## src/rtl/dla_conv_ctrl_if.sv

```systemverilog
// dla_conv_ctrl_if
// Bundles the two handshakes of the convolution controller:
//   window fetch : win_req / win_gnt with the requested window's top-left
//                  corner win_row / win_col
//   result stream: out_valid / out_ready with the last-beat marker out_last
// Modports:
//   master - the controller (drives requests, coordinates, result valid/last)
//   slave  - the fetch side and result consumer (drive grant and ready)
interface dla_conv_ctrl_if #(
  parameter int DIM_W = 8
);
  logic             win_req;
  logic             win_gnt;
  logic [DIM_W-1:0] win_row;
  logic [DIM_W-1:0] win_col;
  logic             out_valid;
  logic             out_ready;
  logic             out_last;

  modport master (
    output win_req, win_row, win_col, out_valid, out_last,
    input  win_gnt, out_ready
  );

  modport slave (
    input  win_req, win_row, win_col, out_valid, out_last,
    output win_gnt, out_ready
  );
endinterface

```

## src/rtl/dla_conv_ctrl.sv

```systemverilog
// dla_conv_ctrl
// Sequencing controller for the 3x3 convolution pipeline (multiplier stage
// followed by adder-tree stages). Walks every valid 3x3 window of an
// img_w x img_h feature map in row-major order, requests each window's
// operands, tracks live pipeline slots, drives the common stall and presents
// the result valid/ready stream with a last-beat marker.
// Ports:
//   clk, rst      - clock, synchronous active-high reset
//   start         - launch a pass (accepted only in IDLE)
//   img_w, img_h  - feature-map dimensions, sampled on accepted start
//   cif (master)  - window request/grant + coordinates, result valid/ready/last
//   stall         - freeze every pipeline stage
//   busy          - pass in progress (ISSUE or DRAIN)
//   done          - one-cycle pulse at pass completion
//   stall_cycles  - stalled cycles of the current/last pass
//                   (only when DLA_CTRL_PERF_EN is defined)
module dla_conv_ctrl #(
  parameter int DIM_W      = 8,
  parameter int PIPE_DEPTH = 4
) (
  input  logic             clk,
  input  logic             rst,
  input  logic             start,
  input  logic [DIM_W-1:0] img_w,
  input  logic [DIM_W-1:0] img_h,
  dla_conv_ctrl_if.master  cif,
  output logic             stall,
  output logic             busy,
  output logic             done
`ifdef DLA_CTRL_PERF_EN
  ,
  output logic [31:0]      stall_cycles
`endif
);

  typedef enum logic [1:0] {S_IDLE, S_ISSUE, S_DRAIN, S_DONE} state_t;

  state_t                state_q, state_d;
  logic [DIM_W-1:0]      w_q, w_d, h_q, h_d;
  logic [DIM_W-1:0]      row_q, row_d, col_q, col_d;
  logic [PIPE_DEPTH-1:0] vsr_q, vsr_d, lsr_q, lsr_d;
  logic                  fire, fire_last, col_end, row_end, start_acc;

  assign cif.out_valid = vsr_q[PIPE_DEPTH-1];
  assign cif.out_last  = lsr_q[PIPE_DEPTH-1] & cif.out_valid;
  assign stall         = cif.out_valid & ~cif.out_ready;
  // A stall blocks new grants so the multiplier stage is never overwritten.
  assign cif.win_req   = (state_q == S_ISSUE) & ~stall;
  assign cif.win_row   = row_q;
  assign cif.win_col   = col_q;
  assign busy          = (state_q == S_ISSUE) | (state_q == S_DRAIN);
  assign done          = (state_q == S_DONE);

  assign fire      = cif.win_req & cif.win_gnt;
  assign col_end   = (col_q == w_q - DIM_W'(3));
  assign row_end   = (row_q == h_q - DIM_W'(3));
  assign fire_last = fire & col_end & row_end;
  assign start_acc = (state_q == S_IDLE) & start;

  always_comb begin
    state_d = state_q;
    w_d     = w_q;
    h_d     = h_q;
    row_d   = row_q;
    col_d   = col_q;
    case (state_q)
      S_IDLE: begin
        if (start) begin
          w_d     = img_w;
          h_d     = img_h;
          row_d   = '0;
          col_d   = '0;
          // Fewer than 3 rows or columns means no valid window at all.
          state_d = ((img_w < DIM_W'(3)) || (img_h < DIM_W'(3))) ? S_DONE : S_ISSUE;
        end
      end
      S_ISSUE: begin
        if (fire) begin
          if (col_end) begin
            col_d = '0;
            row_d = row_q + DIM_W'(1);
          end else begin
            col_d = col_q + DIM_W'(1);
          end
          if (fire_last) state_d = S_DRAIN;
        end
      end
      S_DRAIN: begin
        if (cif.out_valid && cif.out_ready && cif.out_last) state_d = S_DONE;
      end
      default: state_d = S_IDLE;
    endcase

    // Slot tracking: shifts with the pipeline, holds while stalled, bubbles kept.
    vsr_d = vsr_q;
    lsr_d = lsr_q;
    if (!stall) begin
      vsr_d = (vsr_q << 1) | PIPE_DEPTH'(fire);
      lsr_d = (lsr_q << 1) | PIPE_DEPTH'(fire_last);
    end
  end

  always_ff @(posedge clk) begin
    if (rst) begin
      state_q <= S_IDLE;
      w_q     <= '0;
      h_q     <= '0;
      row_q   <= '0;
      col_q   <= '0;
      vsr_q   <= '0;
      lsr_q   <= '0;
    end else begin
      state_q <= state_d;
      w_q     <= w_d;
      h_q     <= h_d;
      row_q   <= row_d;
      col_q   <= col_d;
      vsr_q   <= vsr_d;
      lsr_q   <= lsr_d;
    end
  end

`ifdef DLA_CTRL_PERF_EN
  logic [31:0] stall_cycles_q, stall_cycles_d;

  always_comb begin
    stall_cycles_d = stall_cycles_q;
    if (start_acc) begin
      stall_cycles_d = '0;
    end else if (stall && busy && (stall_cycles_q != 32'hFFFF_FFFF)) begin
      stall_cycles_d = stall_cycles_q + 32'd1;
    end
  end

  always_ff @(posedge clk) begin
    if (rst) stall_cycles_q <= '0;
    else     stall_cycles_q <= stall_cycles_d;
  end

  assign stall_cycles = stall_cycles_q;
`else
  logic unused_start_acc;
  assign unused_start_acc = start_acc;
`endif

endmodule
```

## src/flat_wrapper.sv

```systemverilog
// flat-port wrapper written by rule: the top's interface ports become plain ports
module dla_conv_ctrl_flat 
#(
  parameter int DIM_W      = 8,
  parameter int PIPE_DEPTH = 4
)
  (clk, rst, start, img_w, img_h, stall, busy, done, cif_win_req, cif_win_row, cif_win_col, cif_out_valid, cif_out_last, cif_win_gnt, cif_out_ready);
  dla_conv_ctrl_if #(.DIM_W(DIM_W)) cif_i ();
  input  logic clk;
  input  logic rst;
  input  logic start;
  input  logic [DIM_W-1:0] img_w;
  input  logic [DIM_W-1:0] img_h;
  output logic stall;
  output logic busy;
  output logic done;
  output wire logic [$bits(cif_i.win_req)-1:0] cif_win_req;
  output wire logic [$bits(cif_i.win_row)-1:0] cif_win_row;
  output wire logic [$bits(cif_i.win_col)-1:0] cif_win_col;
  output wire logic [$bits(cif_i.out_valid)-1:0] cif_out_valid;
  output wire logic [$bits(cif_i.out_last)-1:0] cif_out_last;
  input wire logic [$bits(cif_i.win_gnt)-1:0] cif_win_gnt;
  input wire logic [$bits(cif_i.out_ready)-1:0] cif_out_ready;
  assign cif_win_req = cif_i.win_req;
  assign cif_win_row = cif_i.win_row;
  assign cif_win_col = cif_i.win_col;
  assign cif_out_valid = cif_i.out_valid;
  assign cif_out_last = cif_i.out_last;
  assign cif_i.win_gnt = cif_win_gnt;
  assign cif_i.out_ready = cif_out_ready;
  dla_conv_ctrl #(.DIM_W(DIM_W), .PIPE_DEPTH(PIPE_DEPTH)) u_core (.clk(clk), .rst(rst), .start(start), .img_w(img_w), .img_h(img_h), .cif(cif_i), .stall(stall), .busy(busy), .done(done));
endmodule
```

## config.mk

```make
export PLATFORM = sky130hd
export DESIGN_NAME = dla_conv_ctrl_flat
export DESIGN_NICKNAME = d
export VERILOG_FILES = /design/src/rtl/dla_conv_ctrl_if.sv /design/src/rtl/dla_conv_ctrl.sv /design/src/flat_wrapper.sv
export SDC_FILE = /design/constraint.sdc
export NUM_CORES = 1
export LEC_CHECK = 0
export CORE_UTILIZATION = 52
export CTS_CLUSTER_DIAMETER = 80
export DETAILED_ROUTE_END_ITERATION = 7
export PLACE_DENSITY = 0.79
export SETUP_SLACK_MARGIN = 0.3
export SYNTH_ARGS = -nofsm -noshare
export SYNTH_HDL_FRONTEND = slang
export SYNTH_SLANG_ARGS = --single-unit
```

## constraint.sdc

```tcl
create_clock -name clk -period 3.14 [get_ports clk]
set_input_delay 0.314 -clock clk [delete_from_list [all_inputs] [get_ports clk]]
set_output_delay 0.314 -clock clk [all_outputs]
set_load 0.03 [all_outputs]
```

==> out/metrics.yaml, run 1 <==
critical_path.endpoint_type: "flop"
status: "completed"
die_x_um: 69.1
clkTransAtPathRegs_ps: 80
dieArea_mm2: 0.00477
dr_total_vias: 2207
crit_slowest_cell: "or4_1"
grt_pass1_vias: 2003
ios: 43
drive_gt1_frac: 0.0504
slew_viol_final: 0
crit_type: "reg2reg"
synth_cells: 298
hp-start: "u_core.vsr_q[2]"
num_antenna_cells: 0
grt_pass1_wl_um: 9400
htreeDepth: 2
drtPass1Iterations: 4
critical_path_required_ps: 3360
place_congestion: 0.842
cts_tree: "built"
ant_nets: 0
hold_viol_final: 0
synth_largest_area_cell: "dfxtp_1"
synth_ff_type: "dfxtp_1"
setup_viol: 0
routedWlPerCell_um: 14.3
netlist_area_mm2: 0.00234
insertion_delay_ps: 290
yosysUniqueCellTypes: 53
tns_ps: 0
peakVddDrop_mv: 0.363
clkSinkCount: 42
max-clock-path-buffers: 2
path_buf_inv: 0
finClkSkew_ps: 7.56
synth_fp_nets: 327
totalWireLength_um: 5570
synthArstFlopShare: 0
cp_top_family: "compound AO/OA/AOI/OAI gates"
grt_setup_unrepaired: "false"
regToRegSetupSlack_ps: 440
start_util: 0.541
track_usage: 0.246
worst_pin_slew_ps: 639
crit_arrival_ps: 2930
critPathMaxFanout: 15
max-cap-violations: 0
synth_top_area_share: 0.360
period_share: 0.861
layout_min_cycle_time_ps: 2700
grt_max_degree: 19
cp_cell_sequence: "ha_1 -> or2_1 -> o211a_1 -> o31a_1 -> a221oi_4 -> a21boi_2 -> or4_1 -> a21oi_1"
dp_hpwl_um: 4140
synth_most_common_cell: "nand2_1"
row_count: 24
die_y_um: 69.1
ys_top_cells_by_area: "dfxtp_1, nand2_1, a21oi_1"
nNetsFinal: 366
fmax_mhz: 370
synth-seq-area-share: 0.360
synth.cells.most_frequent: "nand2_1, dfxtp_1, a21oi_1"
numPortBuffers: 42
critPathMaxStageDelay_ps: 570
vias_per_cell: 5.67
yosys_warnings: 0
synth_edf_count: 0
p_per_area_mw_per_mm2: 616
syn_area_per_cell_um2: 7.85
area_delta_synth_final_pct: 22.7
startpoint: "u_core.w_q[0]"
drc: 0
cts_buffers: 5
rr_startpoint: "u_core.w_q[0]"
power_leakage_nw: 1.07
core_mm2: 0.00432
synth-seq-cells: 42
min_path_type: "reg2reg"
antenna_found_initial: 0
slew_headroom: 0.574
cp-start-kind: "flop"
p_total_mw: 1.77
root_buffer: "clkbuf_8"
grt_overflow: 0
dr.first_iter.drc_count: 82
## stage by stage
step           hold WS [ps]  area, um^2  worst slack (ps)  instances   util
2_1_floorplan           427        2340               664        298      -
3_3_place_gp            440        2790               526        382  0.644
3_5_place_dp            445        2790               461        382  0.644
4_1_cts                 456        2870               444        389  0.663
5_1_grt                 485        2870               326        389  0.663
6_report                455        2870               436        389  0.663
## area by class of cell
cell class                      count  area [um^2]
Fill cell                         379         1460
Tap cell                           52         65.1
Multi-Input combinational cell    237         1420
Clock buffer                        5         68.8
Clock inverter                      2         10.0
Sequential cell                    42          841
Inverter                            7         26.3
Timing Repair Buffer               44          435
## where the power goes
group          total, mW  switching, mW  internal [mW]
clock              0.329          0.179          0.149
combinational      0.751          0.448          0.304
sequential         0.687         0.0905          0.596
total               1.77          0.718           1.05
## tightest hold or removal path, cell delays in order (launching register included)
cell and delay [ps]:
dfxtp_1 310, nand2_1 50, a21oi_1 50
## worst paths after layout
kind | cells after the start | end
setup / recovery | 8 | u_core.cif.win_row[7]
hold / removal | 2 | u_core.vsr_q[2]
setup reg to reg | 8 | u_core.cif.win_row[7]
hold reg to reg | 2 | u_core.vsr_q[2]
## logic make-up after synthesis
logic type	count (synthesis)	synth area share
adders and majority gates	8	0.0428
muxes	2	0.00856
xor gates and xnor gates	23	0.0861
DFF	42	0.360
buffers and inverters	19	0.0337
and+or+nand+nor	127	0.255
AOI/OAI and AO/OA	77	0.214
## state kept, by name, indices dropped and copies added (netlist names)
register            count
u_core.cif.win_col      8
u_core.cif.win_row      8
u_core.h_q              8
u_core.w_q              8
u_core.lsr_q            4
u_core.vsr_q            4
u_core.state_q          2
## metal layers
layer / GRT usage / wire [um] / vias to the layer above
met3: 0.0643 / 300 / 10
met5: 0 / 0 / -
met2: 0.396 / 2620 / 52
met4: 0.113 / 124 / 0
li1: - / - / 1124
met1: 0.307 / 2520 / 1021
## timing repair
| item | CTS | global route |
|---|---|---|
| hold buffers | 0 | 0 |
| resized for setup | 0 | 1 |
| endpoints found under the setup margin | 0 | 2 |
| setup buffers | 0 | 0 |
## placed cells by master, fill, tap and decap left out, types with 2 or more instances in the layout
master           netlist  final
or2_1                  2      2
and2_1                 2      2
nand2_1               63     63
xnor2_1                9      9
o21ai_1                7      7
ha_1                   8      8
or4_1                  3      3
or3_1                  5      5
a21o_1                 2      2
o31ai_1                2      2
nand2b_1               2      2
nor4_1                 3      3
nand4_1                9      9
nor2_1                20     20
a211oi_1               6      6
a21oi_1               41     41
clkinv_2               0      2
nand3_1                4      4
nor3_1                 4      4
dfxtp_1               42     42
o211a_1                2      2
inv_1                  5      5
nor2b_1                2      2
xor2_1                14     14
o21ai_0                2      2
buf_4                  0      2
clkbuf_8               0      5
clkdlybuf4s50_1        0     42
(Power assumes the default switching activity.)
==> inputs of run 2 (changes only) <==
--- a/config.mk
+++ b/config.mk
@@ -6,6 +6,7 @@
 export NUM_CORES = 1
 export LEC_CHECK = 0
 export CORE_UTILIZATION = 52
+export CTS_BUF_LIST = sky130_fd_sc_hd__clkbuf_16
 export CTS_CLUSTER_DIAMETER = 80
 export DETAILED_ROUTE_END_ITERATION = 7
 export PLACE_DENSITY = 0.79
==> run 2 against run 1 <==
Sequential power is essentially flat; final cell count unchanged; clock power increased by 45%; combinational power increased by 0.9%; first-iteration DRC count fell by 16%; register-to-register slack about the same; design area increased by 2.0%; sequential share of layout area down 0.56 points; worst hold slack got worse by 3.2 ps; clock-buffer cell count is the same; largest cell class unchanged; highest routed layer unchanged.
==> out/metrics.yaml, run 2 (synthesized netlist as in run 1, its figures left out) <==
crit_slowest_cell: "or4_1"
cts_tree: "built"
dieArea_mm2: 0.00477  # unchanged
num_antenna_cells: 0  # unchanged
row_count: 24  # unchanged
fillers: 377  # -0.53%
dr_total_vias: 2215  # +0.36%
die_x_um: 69.1  # unchanged
multi_input_area_mm2: 0.00142  # unchanged
ios: 43  # unchanged
register_area_um2: 841  # unchanged
totalWireLength_um: 5720  # +2.6%
critPathMaxStageDelay_ps: 560  # about the same
internal-power_mw: 1.19  # +13%
fmax_mhz: 372  # +0.53%
routedWlPerCell_um: 14.7  # +2.6%
antenna_found_initial: 0  # unchanged
min_path_type: "reg2reg"
clkSinkCount: 42  # unchanged
layout_min_cycle_time_ps: 2690  # -14.2 ps
clkTransAtPathRegs_ps: 60  # -20 ps
root_buffer: "clkbuf_16"
grt_overflow: 0  # unchanged
final_cell_mix: "nand2_1, clkdlybuf4s50_1, dfxtp_1"
drive_gt1_frac: 0.0504  # unchanged
power_switching_mw: 0.736  # +2.5%
p_total_mw: 1.92  # +8.9%
crit_arrival_ps: 2890  # -40 ps
numPortBuffers: 42  # unchanged
power_leakage_nw: 1.09  # +2.4%
cp-start-kind: "flop"
area_delta_synth_final_pct: 25.1
place_congestion: 0.842  # unchanged
dp_hpwl_um: 4140  # unchanged
tns_ps: 0  # unchanged
path_buf_inv: 0  # unchanged
cts_buffers: 5  # unchanged
nNetsFinal: 366  # unchanged
drtPass1Iterations: 4  # unchanged
netSwitchingFraction: 0.382  # -0.0237
peakVddDrop_mv: 0.409  # +13%
grt_pass1_vias: 2048  # +2.2%
critical_path_required_ps: 3340  # -20 ps
final_util: 0.677  # +0.0130
cts_setup_buffers: 0  # unchanged
finClkSkew_ps: 4.77  # -2.79 ps
p_clk_frac: 0.248  # +0.062
insertion_delay_ps: 280  # about the same
worst_pin_slew_ps: 637  # -2.37 ps
p_per_area_mw_per_mm2: 658  # +6.8%
max-clock-path-buffers: 2  # unchanged
vias_per_cell: 5.69  # +0.36%
hold_viol_final: 0  # unchanged
start_util: 0.541  # unchanged
p_seq_frac: 0.358  # -0.031
drc: 0  # unchanged
status: "completed"
slew_viol_final: 0  # unchanged
cp_cell_sequence: "ha_1 -> or2_1 -> o211a_1 -> o31a_1 -> a221oi_4 -> a21boi_2 -> or4_1 -> a21oi_1"
grt_pass1_wl_um: 9560  # +1.8%
setup_viol: 0  # unchanged
die_y_um: 69.1  # unchanged
ant_nets: 0  # unchanged
p_comb_frac: 0.394  # -0.031
htreeDepth: 2  # unchanged
period_share: 0.857  # -0.00452
grt_setup_unrepaired: "false"
dr.first_iter.drc_count: 69  # -16%
core_mm2: 0.00432  # unchanged
critPathMaxFanout: 15  # unchanged
grt_max_degree: 19  # unchanged
critical_path.endpoint_type: "flop"
track_usage: 0.249  # +0.00309
slew_headroom: 0.575  # +0.00158
crit_type: "reg2reg"
final_common_cell: "nand2_1"
cp_top_family: "compound AO/OA/AOI/OAI gates"
max-cap-violations: 0  # unchanged
==> run 2: repair_timing <==
action	4_1_cts	5_1_grt
resized for setup	0	1
setup endpoints to repair	0	1
hold buffers	0	0
==> run 2: worst reg2reg max path: cells and delay by family (launching register included) <==
kind | cells | cell delay [ps]
AND/OR/NAND/NOR | 2 | 800
AO/OA/AOI/OAI | 5 | 1210
adder cells (fa/ha/maj) | 1 | 240
flip-flops | 1 | 360
==> run 2: routing by layer <==
metal	share of wire	up-vias	GRT usage
met3	0.057	18	0.0643
li1	-	1126	-
met1	0.43	1009	0.305
met2	0.48	62	0.402
met4	0.029	0	0.127
met5	0	-	0
==> run 2: area by class of cell <==
cell class	instances	area share
clock buffer	5	0.0428
tap	52	0.0222
multi-input combinational	237	0.486
inverter	7	0.00898
clock inverter	2	0.00342
sequential	42	0.287
timing repair buffer	44	0.149
==> run 2: power by group through the flow <==
stage	logic (mW)	registers [mW]	clock network [mW]
floorplan	0.542	0.698	0
global placement	0.735	0.695	0
detailed placement	0.748	0.697	0
CTS	0.757	0.688	0.490
global route	0.831	0.702	0.520
finish	0.758	0.689	0.477
==> run 2: metrics by stage <==
step	worst slack, ps	hold WS (ps)	instance area [um^2]	cells
detailed placement	461	445	2790	382
finish	450	452	2930	389
floorplan	664	427	2340	298
CTS	450	453	2920	389
global placement	526	440	2790	382
global route	332	482	2930	389
==> run 2: path summary, 6_finish.rpt <==
kind / from / to / slack, ps / cells after the start
worst max-delay path: u_core.w_q[0] / u_core.cif.win_row[7] / 450 / 8
worst min-delay path: u_core.vsr_q[2] / u_core.vsr_q[2] / 450 / 2
worst max register to register: u_core.w_q[0] / u_core.cif.win_row[7] / 450 / 8
worst min register to register: u_core.vsr_q[2] / u_core.vsr_q[2] / 450 / 2
==> inputs of run 3 (changes only) <==
--- a/config.mk
+++ b/config.mk
@@ -5,9 +5,11 @@
 export SDC_FILE = /design/constraint.sdc
 export NUM_CORES = 1
 export LEC_CHECK = 0
+export CORE_MARGIN = 10
 export CORE_UTILIZATION = 52
 export CTS_BUF_LIST = sky130_fd_sc_hd__clkbuf_16
 export CTS_CLUSTER_DIAMETER = 80
+export CTS_CLUSTER_SIZE = 12
 export DETAILED_ROUTE_END_ITERATION = 7
 export PLACE_DENSITY = 0.79
 export SETUP_SLACK_MARGIN = 0.3
==> run 3 against run 2 <==
Clock skew is 1.4 ps lower; non-clock buffer count stayed put; wire length is 5.9% higher; largest power group unchanged; worst hold slack better by 2.1 ps; critical path type unchanged; clock power is 22% higher; die area is 59% higher; sequential share of layout area is 0.30 points lower; register-to-register slack better by 30 ps; combinational power hardly changed.
==> out/metrics.yaml, run 3 (synthesized netlist as in run 1, its figures left out) <==
postLayoutCellArea_mm2: 0.00296  # +1.1%
root_buffer: "clkbuf_16"
start_util: 0.537  # -0.00373
max-cap-violations: 0  # unchanged
setup_viol: 0  # unchanged
slew_headroom: 0.573  # -0.00236
grt_pass1_vias: 2227  # +8.7%
finClkSkew_ps: 3.34  # -1.44 ps
numPortBuffers: 42  # unchanged
grt_busiest_layer: "met2"
drtPass1Iterations: 4  # unchanged
num_antenna_cells: 0  # unchanged
fmax_mhz: 376  # +1.2%
totalWireLength_um: 6050  # +5.9%
crit_type: "reg2reg"
grtUsageMet3: 0.0599  # -0.00440
die_y_um: 87.1  # +26%
antenna_found_initial: 0  # unchanged
postPlaceCellArea_mm2: 0.00279  # unchanged
critPathMaxStageDelay_ps: 540  # -20 ps
vias_per_cell: 5.73  # +0.64%
critical_path_required_ps: 3350  # about the same
area_delta_synth_final_pct: 26.4
dp_hpwl_um: 4410  # +6.6%
power_switching_mw: 0.755  # +2.6%
routedWlPerCell_um: 15.5  # +5.7%
critical_path.endpoint_type: "flop"
final_util: 0.679  # +0.00252
hold_viol_final: 0  # unchanged
cp_top_family: "compound AO/OA/AOI/OAI gates"
critPathMaxFanout: 15  # unchanged
insertion_delay_ps: 280  # about the same
path_buf_inv: 0  # unchanged
peakVddDrop_mv: 0.479  # +17%
reg2reg_to: "u_core.cif.win_row[7]"
period_share: 0.847  # -0.0100
drive_gt1_frac: 0.0503  # -0.000149
dr.first_iter.drc_count: 227  # +230%
placedCellCount: 382  # unchanged
grt_use_met1: 0.208  # -0.0973
internal-power_mw: 1.27  # +7.1%
grt_max_degree: 18  # -1
p_clk_frac: 0.286  # +0.038
p_per_area_mw_per_mm2: 686  # +4.3%
power_leakage_nw: 1.10  # +1.1%
cts_buffers: 5  # unchanged
max-clock-path-buffers: 2  # unchanged
cts_tree: "built"
p_comb_frac: 0.374  # -0.020
clkSinkCount: 42  # unchanged
crit_arrival_ps: 2870  # -20 ps
drc: 0  # unchanged
endpoint: "u_core.cif.win_row[7]"
cp-start-kind: "flop"
p_seq_frac: 0.340  # -0.018
rr_startpoint: "u_core.w_q[0]"
final_common_cell: "nand2_1"
grt_util_met2: 0.269  # -0.133
die_x_um: 87.1  # +26%
worst_pin_slew_ps: 640  # +3.54 ps
regToRegSetupSlack_ps: 480  # +30 ps
htreeDepth: 2  # unchanged
core_mm2: 0.00435  # +0.69%
row_count: 24  # unchanged
nNetsFinal: 366  # unchanged
cp.depth: 8  # unchanged
place_congestion: 0.889  # +5.6%
startpoint: "u_core.w_q[0]"
status: "completed"
worst_r2r_path_depth: 8  # unchanged
slew_viol_final: 0  # unchanged
grt_pass1_wl_um: 10600  # +11%
dieArea_mm2: 0.00758  # +59%
tns_ps: 0  # unchanged
ant_nets: 0  # unchanged
grt_overflow: 0  # unchanged
final_cell_mix: "nand2_1, clkdlybuf4s50_1, dfxtp_1"
dr_total_vias: 2235  # +0.90%
netSwitchingFraction: 0.372  # -0.0102
cp_cell_sequence: "ha_1 -> or2_1 -> o211a_1 -> o31a_1 -> a221oi_4 -> a21boi_2 -> or4_1 -> a21oi_1"
cts_hold_buffers: 0  # unchanged
track_usage: 0.170  # -0.0790
min_path_type: "reg2reg"
crit_slowest_cell: "or4_1"
ios: 43  # unchanged
layout.cells.non_filler: 390  # +0.26%
clkTransAtPathRegs_ps: 60  # about the same
p_total_mw: 2.03  # +5.4%
grt_setup_unrepaired: "false"
layout_min_cycle_time_ps: 2660  # -31.5 ps
[run 3: cell count changes in the layout (fill, tap and decap cells not counted)]
| cell | change |
|---|---|
| clkinv_2 | -2 |
| inv_1 | +1 |
| bufinv_16 | +1 |
| clkinvlp_4 | +1 |
[run 3: worst register-to-register path: cells and delay by family (launching register included)]
family / cells / cell delay, ps
AO/OA/AOI/OAI: 5 / 1210
adder cells (fa/ha/maj): 1 / 240
flip-flops: 1 / 350
AND/OR/NAND/NOR: 2 / 780
[run 3: worst min path at each step]
stage,startpoint,to,slack (ps),cells after the start
CTS,u_core.lsr_q[1],u_core.lsr_q[1],460,2
finish,u_core.lsr_q[3],u_core.lsr_q[3],450,2
floorplan,u_core.lsr_q[3],u_core.lsr_q[3],430,2
global route,u_core.lsr_q[1],u_core.lsr_q[1],470,2
global placement,u_core.lsr_q[2],u_core.lsr_q[2],440,2
detailed placement,u_core.lsr_q[2],u_core.lsr_q[2],440,2
[run 3: stage by stage]
| stage | hold slack, ps | worst slack [ps] |
|---|---|---|
| finish | 454 | 482 |
| global route | 466 | 359 |
| CTS | 456 | 484 |
| detailed placement | 445 | 434 |
| global placement | 440 | 530 |
| floorplan | 427 | 664 |
[run 3: area by class of cell]
| class | count | area [um^2] |
|---|---|---|
| repair buffers | 44 | 435 |
| inverters | 7 | 26.3 |
| flip-flops and latches | 42 | 841 |
| clock inverters | 3 | 41.3 |
| multi-input cells | 237 | 1420 |
| clock buffers | 5 | 125 |
| fillers | 353 | 1400 |
| well taps | 52 | 65.1 |
[run 3: routing by layer]
| metal | vias to the layer above | wire (um) |
|---|---|---|
| met1 | 1035 | 2540 |
| met4 | 0 | 132 |
| met3 | 13 | 465 |
| met5 | - | 0 |
| met2 | 59 | 2920 |
| li1 | 1128 | - |
[run 3: timing repair]
action | in CTS | in global routing
setup buffers | 0 | 0
resized for setup | 0 | 1
endpoints found under the setup margin | 0 | 1
[run 3: power groups by stage]
stage	logic, mW	registers (mW)	clock network [mW]
finish	0.757	0.689	0.580
global route	0.849	0.704	0.612
CTS	0.756	0.689	0.585
detailed placement	0.746	0.699	0
global placement	0.736	0.697	0
floorplan	0.542	0.698	0
